### config.mk
export PLATFORM = sky130hd
export DESIGN_NAME = instruction_encoder_flat
export DESIGN_NICKNAME = d
export VERILOG_FILES = /design/src/rtl/instruction_encoder_if.sv /design/src/rtl/instruction_encoder.sv /design/src/flat_wrapper.sv
export SDC_FILE = /design/constraint.sdc
export NUM_CORES = 1
export LEC_CHECK = 0
export BUFFER_PORTS_ARGS = -buffer_cell sky130_fd_sc_hd__buf_2
export CAP_MARGIN = 20
export CORE_ASPECT_RATIO = 1.5
export CORE_MARGIN = 1.5
export CORE_UTILIZATION = 50
export DETAILED_ROUTE_END_ITERATION = 6
export GPL_TIMING_DRIVEN = 1
export PLACE_DENSITY = 0.81
export SLEW_MARGIN = 30
export SYNTH_ARGS = -nofsm -noshare
export SYNTH_HDL_FRONTEND = slang
export SYNTH_SLANG_ARGS = --single-unit
### constraint.sdc
create_clock -name clk -period 3 [get_ports clk]
set_input_delay 0.6 -clock clk [delete_from_list [all_inputs] [get_ports clk]]
set_output_delay 0.6 -clock clk [all_outputs]
set_load 0.05 [all_outputs]
### src/rtl/instruction_encoder_if.sv
// -----------------------------------------------------------------------------
// instruction_encoder_if
// Groups the request fields, the flush control and the instruction-memory write
// port of instruction_encoder.
//   master : request producer; drives req_* and flush, observes everything else
//   slave  : the encoder; drives req_ready and the memory/status outputs
// -----------------------------------------------------------------------------
interface instruction_encoder_if #(
    parameter int ADDR_WIDTH = 8
);
    logic                  req_valid;
    logic                  req_ready;
    logic [1:0]            req_type;
    logic [3:0]            req_cond;
    logic [3:0]            req_opcode;
    logic                  req_s;
    logic                  req_imm;
    logic                  req_u;
    logic                  req_b;
    logic [3:0]            req_rn;
    logic [3:0]            req_rd;
    logic [11:0]           req_operand2;
    logic                  req_link;
    logic [23:0]           req_offset;
    logic                  flush;
    logic                  mem_wr_en;
    logic [ADDR_WIDTH-1:0] mem_addr;
    logic [31:0]           mem_wr_data;
    logic [ADDR_WIDTH-2:0] word_count;
    logic                  done;
    logic                  overflow;

    modport master (
        output req_valid, req_type, req_cond, req_opcode, req_s, req_imm,
               req_u, req_b, req_rn, req_rd, req_operand2, req_link,
               req_offset, flush,
        input  req_ready, mem_wr_en, mem_addr, mem_wr_data, word_count,
               done, overflow
    );

    modport slave (
        input  req_valid, req_type, req_cond, req_opcode, req_s, req_imm,
               req_u, req_b, req_rn, req_rd, req_operand2, req_link,
               req_offset, flush,
        output req_ready, mem_wr_en, mem_addr, mem_wr_data, word_count,
               done, overflow
    );
endinterface

### src/rtl/instruction_encoder.sv
// -----------------------------------------------------------------------------
// instruction_encoder
// Packs decoded instruction fields into 32-bit ARM-format words and writes them
// to instruction memory at an auto-incrementing, word-aligned byte address.
// A flush pulse pads the stream with NOP_PAD all-zero words.
//
// Ports:
//   clk    : clock, rising edge
//   reset  : synchronous active-high reset
//   bus    : instruction_encoder_if.slave
//            req_* / req_valid / req_ready : request handshake and fields
//            flush                         : start NOP padding
//            mem_wr_en/mem_addr/mem_wr_data: registered memory write port
//            word_count                    : words written since reset
//            done                          : pulse with the last pad write
//            overflow                      : sticky, request seen while FULL
//
// state | meaning
// ------+------------------------------------------------------------
// IDLE  | accepting requests; flush starts padding
// PAD   | emitting NOPs, pad_cnt_q counts the ones still to issue
// FULL  | last word address written; only reset leaves
// -----------------------------------------------------------------------------
module instruction_encoder #(
    parameter int ADDR_WIDTH = 8,
    parameter int NOP_PAD    = 4
) (
    input logic                  clk,
    input logic                  reset,
    instruction_encoder_if.slave bus
);
    localparam int PTR_W = ADDR_WIDTH - 2;
    localparam int CNT_W = ADDR_WIDTH - 1;
    localparam int PAD_W = (NOP_PAD > 1) ? $clog2(NOP_PAD + 1) : 1;

    localparam logic [PTR_W-1:0] LAST_PTR = '1;
    // The first NOP is issued on the flush edge itself, so PAD starts one short.
    localparam logic [PAD_W-1:0] PAD_INIT = PAD_W'((NOP_PAD > 0) ? NOP_PAD - 1 : 0);

    typedef enum logic [1:0] {
        ST_IDLE = 2'd0,
        ST_PAD  = 2'd1,
        ST_FULL = 2'd2
    } state_t;

    state_t                  state_q, state_d;
    logic [PAD_W-1:0]        pad_cnt_q, pad_cnt_d;
    logic [PTR_W-1:0]        ptr_q, ptr_d;
    logic                    wr_en_q, wr_en_d;
    logic [ADDR_WIDTH-1:0]   addr_q, addr_d;
    logic [31:0]             data_q, data_d;
    logic [CNT_W-1:0]        count_q, count_d;
    logic                    done_q, done_d;
    logic                    overflow_q, overflow_d;

    logic                    req_ready_c;
    logic                    issue;
    logic                    issue_pad;
    logic [31:0]             issue_word;

    logic [31:0]             enc_word;
    logic                    dp_s;
    logic [3:0]              dp_rn;
    logic [3:0]              dp_rd;

    // Field packing
    always_comb begin
        enc_word = 32'h0000_0000;
        dp_s     = bus.req_s;
        dp_rn    = bus.req_rn;
        dp_rd    = bus.req_rd;

        // TST/TEQ/CMP/CMN only set flags: S must be 1 and rd is unused
        if (bus.req_opcode[3:2] == 2'b10) begin
            dp_s  = 1'b1;
            dp_rd = 4'h0;
        end
        // MOV/MVN have no first operand
        if (bus.req_opcode[3:2] == 2'b11 && bus.req_opcode[0]) begin
            dp_rn = 4'h0;
        end

        case (bus.req_type)
            2'b00: enc_word = {bus.req_cond, 2'b00, bus.req_imm, bus.req_opcode,
                               dp_s, dp_rn, dp_rd, bus.req_operand2};
            2'b01: enc_word = {bus.req_cond, 2'b01, bus.req_imm, 1'b1, bus.req_u,
                               bus.req_b, 1'b0, bus.req_s, bus.req_rn, bus.req_rd,
                               bus.req_operand2};
            2'b10: enc_word = {bus.req_cond, 3'b101, bus.req_link, bus.req_offset};
            // NOP ignores cond: the decoder only recognises the all-zero word
            default: enc_word = 32'h0000_0000;
        endcase
    end

    // Next state and registered outputs
    always_comb begin
        state_d     = state_q;
        pad_cnt_d   = pad_cnt_q;
        ptr_d       = ptr_q;
        wr_en_d     = 1'b0;
        addr_d      = addr_q;
        data_d      = data_q;
        count_d     = count_q + {{(CNT_W-1){1'b0}}, wr_en_q};
        done_d      = 1'b0;
        overflow_d  = overflow_q;
        req_ready_c = 1'b0;
        issue       = 1'b0;
        issue_pad   = 1'b0;
        issue_word  = 32'h0000_0000;

        case (state_q)
            ST_IDLE: begin
                req_ready_c = !bus.flush;
                if (bus.flush) begin
                    if (NOP_PAD == 0) begin
                        done_d = 1'b1;
                    end else begin
                        issue     = 1'b1;
                        issue_pad = 1'b1;
                        pad_cnt_d = PAD_INIT;
                        state_d   = ST_PAD;
                        if (NOP_PAD == 1) begin
                            done_d = 1'b1;
                        end
                    end
                end else if (bus.req_valid) begin
                    issue      = 1'b1;
                    issue_word = enc_word;
                end
            end

            ST_PAD: begin
                // Stay in PAD through the cycle of the last NOP write
                if (pad_cnt_q == '0) begin
                    state_d = ST_IDLE;
                end else begin
                    issue     = 1'b1;
                    issue_pad = 1'b1;
                    pad_cnt_d = pad_cnt_q - PAD_W'(1);
                    if (pad_cnt_q == PAD_W'(1)) begin
                        done_d = 1'b1;
                    end
                end
            end

            ST_FULL: begin
                if (bus.req_valid) begin
                    overflow_d = 1'b1;
                end
            end

            default: state_d = ST_IDLE;
        endcase

        if (issue) begin
            wr_en_d = 1'b1;
            addr_d  = {ptr_q, 2'b00};
            data_d  = issue_word;
            ptr_d   = ptr_q + PTR_W'(1);
            // Last address: go FULL on the same edge; a cut-short flush still
            // reports done with its final (this) write.
            if (ptr_q == LAST_PTR) begin
                state_d = ST_FULL;
                if (issue_pad) begin
                    done_d = 1'b1;
                end
            end
        end
    end

    always_ff @(posedge clk) begin
        if (reset) begin
            state_q    <= ST_IDLE;
            pad_cnt_q  <= '0;
            ptr_q      <= '0;
            wr_en_q    <= 1'b0;
            addr_q     <= '0;
            data_q     <= '0;
            count_q    <= '0;
            done_q     <= 1'b0;
            overflow_q <= 1'b0;
        end else begin
            state_q    <= state_d;
            pad_cnt_q  <= pad_cnt_d;
            ptr_q      <= ptr_d;
            wr_en_q    <= wr_en_d;
            addr_q     <= addr_d;
            data_q     <= data_d;
            count_q    <= count_d;
            done_q     <= done_d;
            overflow_q <= overflow_d;
        end
    end

    assign bus.req_ready   = req_ready_c;
    assign bus.mem_wr_en   = wr_en_q;
    assign bus.mem_addr    = addr_q;
    assign bus.mem_wr_data = data_q;
    assign bus.word_count  = count_q;
    assign bus.done        = done_q;
    assign bus.overflow    = overflow_q;

endmodule

### src/flat_wrapper.sv
// flat-port wrapper written by rule: the top's interface ports become plain ports
module instruction_encoder_flat 
#(
    parameter int ADDR_WIDTH = 8,
    parameter int NOP_PAD    = 4
)
  (clk, reset, bus_req_valid, bus_req_type, bus_req_cond, bus_req_opcode, bus_req_s, bus_req_imm, bus_req_u, bus_req_b, bus_req_rn, bus_req_rd, bus_req_operand2, bus_req_link, bus_req_offset, bus_flush, bus_req_ready, bus_mem_wr_en, bus_mem_addr, bus_mem_wr_data, bus_word_count, bus_done, bus_overflow);
  instruction_encoder_if #(.ADDR_WIDTH(ADDR_WIDTH)) bus_i ();
  input logic clk;
  input logic reset;
  input wire logic [$bits(bus_i.req_valid)-1:0] bus_req_valid;
  input wire logic [$bits(bus_i.req_type)-1:0] bus_req_type;
  input wire logic [$bits(bus_i.req_cond)-1:0] bus_req_cond;
  input wire logic [$bits(bus_i.req_opcode)-1:0] bus_req_opcode;
  input wire logic [$bits(bus_i.req_s)-1:0] bus_req_s;
  input wire logic [$bits(bus_i.req_imm)-1:0] bus_req_imm;
  input wire logic [$bits(bus_i.req_u)-1:0] bus_req_u;
  input wire logic [$bits(bus_i.req_b)-1:0] bus_req_b;
  input wire logic [$bits(bus_i.req_rn)-1:0] bus_req_rn;
  input wire logic [$bits(bus_i.req_rd)-1:0] bus_req_rd;
  input wire logic [$bits(bus_i.req_operand2)-1:0] bus_req_operand2;
  input wire logic [$bits(bus_i.req_link)-1:0] bus_req_link;
  input wire logic [$bits(bus_i.req_offset)-1:0] bus_req_offset;
  input wire logic [$bits(bus_i.flush)-1:0] bus_flush;
  output wire logic [$bits(bus_i.req_ready)-1:0] bus_req_ready;
  output wire logic [$bits(bus_i.mem_wr_en)-1:0] bus_mem_wr_en;
  output wire logic [$bits(bus_i.mem_addr)-1:0] bus_mem_addr;
  output wire logic [$bits(bus_i.mem_wr_data)-1:0] bus_mem_wr_data;
  output wire logic [$bits(bus_i.word_count)-1:0] bus_word_count;
  output wire logic [$bits(bus_i.done)-1:0] bus_done;
  output wire logic [$bits(bus_i.overflow)-1:0] bus_overflow;
  assign bus_i.req_valid = bus_req_valid;
  assign bus_i.req_type = bus_req_type;
  assign bus_i.req_cond = bus_req_cond;
  assign bus_i.req_opcode = bus_req_opcode;
  assign bus_i.req_s = bus_req_s;
  assign bus_i.req_imm = bus_req_imm;
  assign bus_i.req_u = bus_req_u;
  assign bus_i.req_b = bus_req_b;
  assign bus_i.req_rn = bus_req_rn;
  assign bus_i.req_rd = bus_req_rd;
  assign bus_i.req_operand2 = bus_req_operand2;
  assign bus_i.req_link = bus_req_link;
  assign bus_i.req_offset = bus_req_offset;
  assign bus_i.flush = bus_flush;
  assign bus_req_ready = bus_i.req_ready;
  assign bus_mem_wr_en = bus_i.mem_wr_en;
  assign bus_mem_addr = bus_i.mem_addr;
  assign bus_mem_wr_data = bus_i.mem_wr_data;
  assign bus_word_count = bus_i.word_count;
  assign bus_done = bus_i.done;
  assign bus_overflow = bus_i.overflow;
  instruction_encoder #(.ADDR_WIDTH(ADDR_WIDTH), .NOP_PAD(NOP_PAD)) u_core (.clk(clk), .reset(reset), .bus(bus_i));
endmodule
=== Word-level counts from Yosys, hierarchy flattened ===
Cells that the tools add are included.

* Add/subtract/negate cells: 3
* Eq/ne operators: 10
* Multiplexer cells: 29
* Reductions and logical operators: 8

{| class="wikitable"
|+ Operators with widths
! kind !! number
|-
| two-way mux 32 bit || 3
|-
| case mux 32 bit (3 select lines) || 1
|-
| two-way mux 1 bit || 13
|-
| == test 2 bit (second input constant) || 4
|-
| two-way mux 2 bit || 4
|-
| two-way mux 4 bit || 2
|-
| adder 7 x 1 -> 7 bit || 1
|-
| adder 6 x 1 -> 6 bit (second input constant) || 1
|-
| == test 6 bit (second input constant) || 1
|-
| two-way mux 3 bit || 2
|-
| case mux 2 bit (3 select lines) || 1
|-
| case mux 3 bit (2 select lines) || 1
|-
| == test 2 x 1 -> 1 bit (second input constant) || 2
|-
| zero test 2 bit || 2
|-
| inequality test 2 bit (second input constant) || 2
|-
| case mux 1 bit (2 select lines) || 2
|-
| == test 3 x 1 -> 1 bit (second input constant) || 1
|-
| zero test 3 bit || 1
|-
| AND reduction 3 bit || 1
|-
| subtractor 3 x 1 -> 3 bit (second input constant) || 1
|-
| AND reduction 2 bit || 1
|-
| nonzero test 2 bit || 1
|-
| logical AND 1 bit || 1
|-
| zero test 1 bit || 1
|}

* Register bits: 59
* Output and inout port bits: 51
* Word-level logic and storage cells: 59

=== Logic depth before layout (Yosys ltp) ===
* Depth after elaboration: 7
* Depth in mapped cells: 8

=== Least setup slack after synthesis ===
Ideal clock, no wire load.

* Kind: input to register
* Start point: input port bus_flush
* End point: register u_core.data_q[16] (netlist: u_core.bus.mem_wr_data[16])
* Library setup time: 74 ps
* Arrival: 2019 ps
* Required time: 2926 ps
* Path slack: 907 ps
* Stages: 5
* Path buffers: 1
* Cells stage by stage: nor3_2 and3_1 nand2b_1 clkbuf_1 o21ai_0

* Word-level cells in the longest chain between the ends: 2
* Elaborated cells on any way between the ends: 4
* Classes of those cells: mux: 4

{| class="wikitable"
|+ Ends and longest elaborated chain
! what !! line !! RTL
|-
| from (decl) || flat_wrapper.sv:24 || <nowiki>input wire logic [$bits(bus_i.flush)-1:0] bus_flush;</nowiki>
|-
| two-way mux 1 bit or two-way mux 32 bit (tied branches) || instruction_encoder.sv:114 || <nowiki>if (bus.flush) begin</nowiki>
|-
| case mux 1 bit (2 select lines) or two-way mux 32 bit (tied branches) || instruction_encoder.sv:111 || <nowiki>case (state_q)</nowiki>
|-
| to (signal assigned) || instruction_encoder.sv:188 || <nowiki>data_q <= data_d;</nowiki>
|-
| to (decl) || instruction_encoder.sv:51 || <nowiki>logic [31:0] data_q, data_d;</nowiki>
|}

Parallel ways exist; a longest one is shown, timed or not.
A chain may end at the register's enable or synchronous reset.

=== Worst setup path in the final report ===
* Start point: register u_core.pad_cnt_q[0]
* End point: register u_core.ptr_q[5]

* Word-level cells in the longest chain between the ends: 3

{| class="wikitable"
|+ Ends and longest elaborated chain
! what !! line !! RTL
|-
| from (decl) || instruction_encoder.sv:47 || <nowiki>logic [PAD_W-1:0] pad_cnt_q, pad_cnt_d;</nowiki>
|-
| from (signal assigned) || instruction_encoder.sv:184 || <nowiki>pad_cnt_q <= pad_cnt_d;</nowiki>
|-
| zero test 3 bit || instruction_encoder.sv:134 || <nowiki>if (pad_cnt_q == '0) begin</nowiki>
|-
| two-way mux 1 bit || instruction_encoder.sv:134 ||
|-
| case mux 1 bit (2 select lines) || instruction_encoder.sv:111 ||
|-
| to (signal assigned) || instruction_encoder.sv:185 || <nowiki>ptr_q <= ptr_d;</nowiki>
|-
| to (decl) || instruction_encoder.sv:48 || <nowiki>logic [PTR_W-1:0] ptr_q, ptr_d;</nowiki>
|}

Every way passes these cells.

==> qor.csv <==
stage;metric;value;unit
run_status;status;completed;
critical_path;worstSetupEndpointType;register;
routing;dr.pass1.iters;5;
yosys;synth_simple_gate_area_share;0.1883;
critical_path;timing.rr.start;u_core.pad_cnt_q[0];
yosys;synth.most_common_cell;dfxtp_1;
yosys;synth_top_area_frac;0.4792;
global_route;grt-ovfl-total;0;
power;p_leak;1.515;nW
yosys;syn_inst;268;
routing;wl_per_cell;13.50;microns
critical_path;crit_start;u_core.pad_cnt_q[0];
final_layout;instances_no_fill;447;
sta;skew;0.01172;ns
critical_path;cp_max_fo;27;
yosys;synth-xor-area-share;0.03198;
critical_path;worstPathArrival;2.49;ns
yosys;synth.area.top_cells;dfxtp_1 48%, a22oi_1 7.3%, o2bb2ai_1 4.6%;
clocking;holdBufCountCts;0;
yosys;synth_compound_area_frac;0.2102;
die;num_rows;31;
routing;vias;2368;
die;die_w;60.33;microns
global_route;track_usage;0.2380;
die;initial_core_util;0.5167;
yosys;ys_warn_count;0;
clocking;path_clk_slew;0.07;ns
placed_design;gp_congestion;0.7723;
final_layout;diodes;0;
clocking;tritoncts;done;
routing;drt_iter0_drc;126;
yosys;ys_seq_elements;59;
clocking;clockRootBuffer;clkbuf_8;
yosys;netlist_area;2465;sq um
critical_path;cp-start-kind;register;
yosys;yosys-mux-area-fraction;0.01624;
routing;drc;0;
final_layout;fin_nets;445;
yosys;synth_edf_count;0;
critical_path;criticalPathCategory;register to register;
yosys;syn_avg_cell_area;9.197;sq um
sta;setup_viol;0;
final_layout;drive_gt1_frac;0.3517;
die;core-area;4771;sq um
sta;rsz0062_at_grt;false;
routing;ant_nets;0;
global_route;antenna_found_initial;0;
sta;setup_tns;0;ns
yosys;async_flop_share;0;
sta;hold_viol;0;
clocking;clock_sinks;59;
final_layout;area_growth;32.18;%
routing;drt-total-wl;6.034;mm
power;ir_drop;0.4467;mV
power;powerDensity;572.3;nW/um^2
yosys;synthTopCellsByCount;59 x dfxtp_1, 26 x nor2_1, 24 x a22oi_1;
final_layout;nFillCells;422;
die;dieArea;5368;sq um
clocking;cts_max_path_buffers;2;
worst_hold_path;min-delay-start;u_core.bus.mem_wr_data[21];
yosys;synth_cell_type_count;37;
global_route;grt_max_degree;29;
critical_path;crit_required;3.26;ns
sta;period_share;0.7429;
die;ioPinCount;114;
worst_hold_path;worstHoldPathType;register to register;
yosys;synth_top_family_by_area;compound AO/OA/AOI/OAI gates;
clocking;numCtsBuffers;9;
yosys;synthAdderAreaFrac;0.03046;
clocking;htree_levels;3;
yosys;synth-seq-area-share;0.4792;
placed_design;place_hpwl;4.570;mm
global_route;grt_first_pass_wirelength;9.549;mm
routing;via_per_inst;5.298;
yosys;ys.flop_type;dfxtp_1;
placed_design;numPortBuffers;111;
global_route;first_global_vias;2281;
sta;relSlewSlack;0.4294;
yosys;yosys.area.top_type;dfxtp_1;
job;drv_cap;0;
sta;worstMarginPinSlew;0.8559;ns
die;die_height;88.99;microns
clocking;post_cts.repair.setup_buffers;0;
sta;slew_violations;0;
sta;period_needed;2.229;ns
placed_design;dp_cells;431;
clocking;clock_latency;0.33;ns
sta;fmaxAchievable;448.7;MHz
clocking;cts_resized;0;
## worst max-delay path, cell delays in order, from the launching register on
cell     delay [ns]
dfxtp_1        0.33
inv_1          0.08
ha_1           0.23
and3b_1        0.21
or3_1          0.68
or3_1          0.48
a21oi_1        0.14
## sequential cells by signal (all words and copies together) (netlist names)
signal,cells
u_core.bus.mem_wr_data,32
u_core.bus.word_count,7
u_core.bus.mem_addr,6
u_core.ptr_q,6
u_core.pad_cnt_q,3
u_core.state_q,2
u_core.bus.done,1
u_core.bus.mem_wr_en,1
u_core.bus.overflow,1
## where the power goes
part	total [W]	internal, W	switching [W]
sequential	0.000840	0.000816	0.0000238
clock	0.000719	0.000405	0.000313
combinational	0.000306	0.000105	0.000201
## layer usage
metal / wire length, microns / global-route usage / vias to the layer above
li1: - / - / 1180
met1: 2354 / 0.2484 / 1088
met2: 3190 / 0.4368 / 89
met3: 358 / 0.04920 / 11
met4: 130 / 0.1192 / 0
met5: 0 / 0 / -
## cell type report
class / count / area [sq um] / share of cell area
multi-input combinational: 186 / 1184 / 0.3633
sequential: 59 / 1181 / 0.3625
timing repair buffer: 116 / 593.1 / 0.1820
clock buffer: 10 / 137.6 / 0.04224
tap: 66 / 82.58 / 0.02535
clock inverter: 6 / 65.06 / 0.01997
inverter: 4 / 15.01 / 0.004608
## through the flow
| step | utilization | cell area (sq um) | setup WS, ns | hold slack [ns] | power [W] |
|---|---|---|---|---|---|
| finish | 0.6829 | 3258 | 0.7713 | 0.4494 | 0.001865 |
| global route | 0.6829 | 3258 | 0.6361 | 0.4734 | 0.001941 |
| CTS | 0.6829 | 3258 | 0.7764 | 0.4533 | 0.001877 |
| detailed placement | 0.6404 | 3055 | 0.7462 | 0.4381 | 0.001164 |
| global placement | 0.6404 | 3055 | 0.7782 | 0.4332 | 0.001156 |
| floorplan | - | 2469 | 0.9069 | 0.4456 | 0.001070 |
## cell families (layout without fill, tap and decap cells)
group	count (synthesis)	after routing
AO/OA/AOI/OAI	76	76
XOR/XNOR	9	9
adder cells (fa/ha/maj)	6	6
buffers and inverters	24	136
flip-flops	59	59
multiplexers	4	4
other	1	2
AND/OR/NAND/NOR	89	89
## placed cells by master (no fill, tap or decap), types with 10 or more instances in the layout
cell and count:
dfxtp_1 59, buf_2 111, clkbuf_8 10, o21ai_0 13, o2bb2ai_1 13, a21oi_1 17, nand2_1 17, nand3b_1 12
a22oi_1 24, nor2_1 26
## path summary, 6_finish.rpt
check | to | slack (ns) | cells past startpoint
min reg2reg | u_core.bus.mem_wr_data[21] | 0.45 | 1
max reg2reg | u_core.ptr_q[5] | 0.77 | 6
min | u_core.bus.mem_wr_data[21] | 0.45 | 1
max | u_core.ptr_q[5] | 0.77 | 6
No activity file was read; power rests on OpenSTA's default activity.
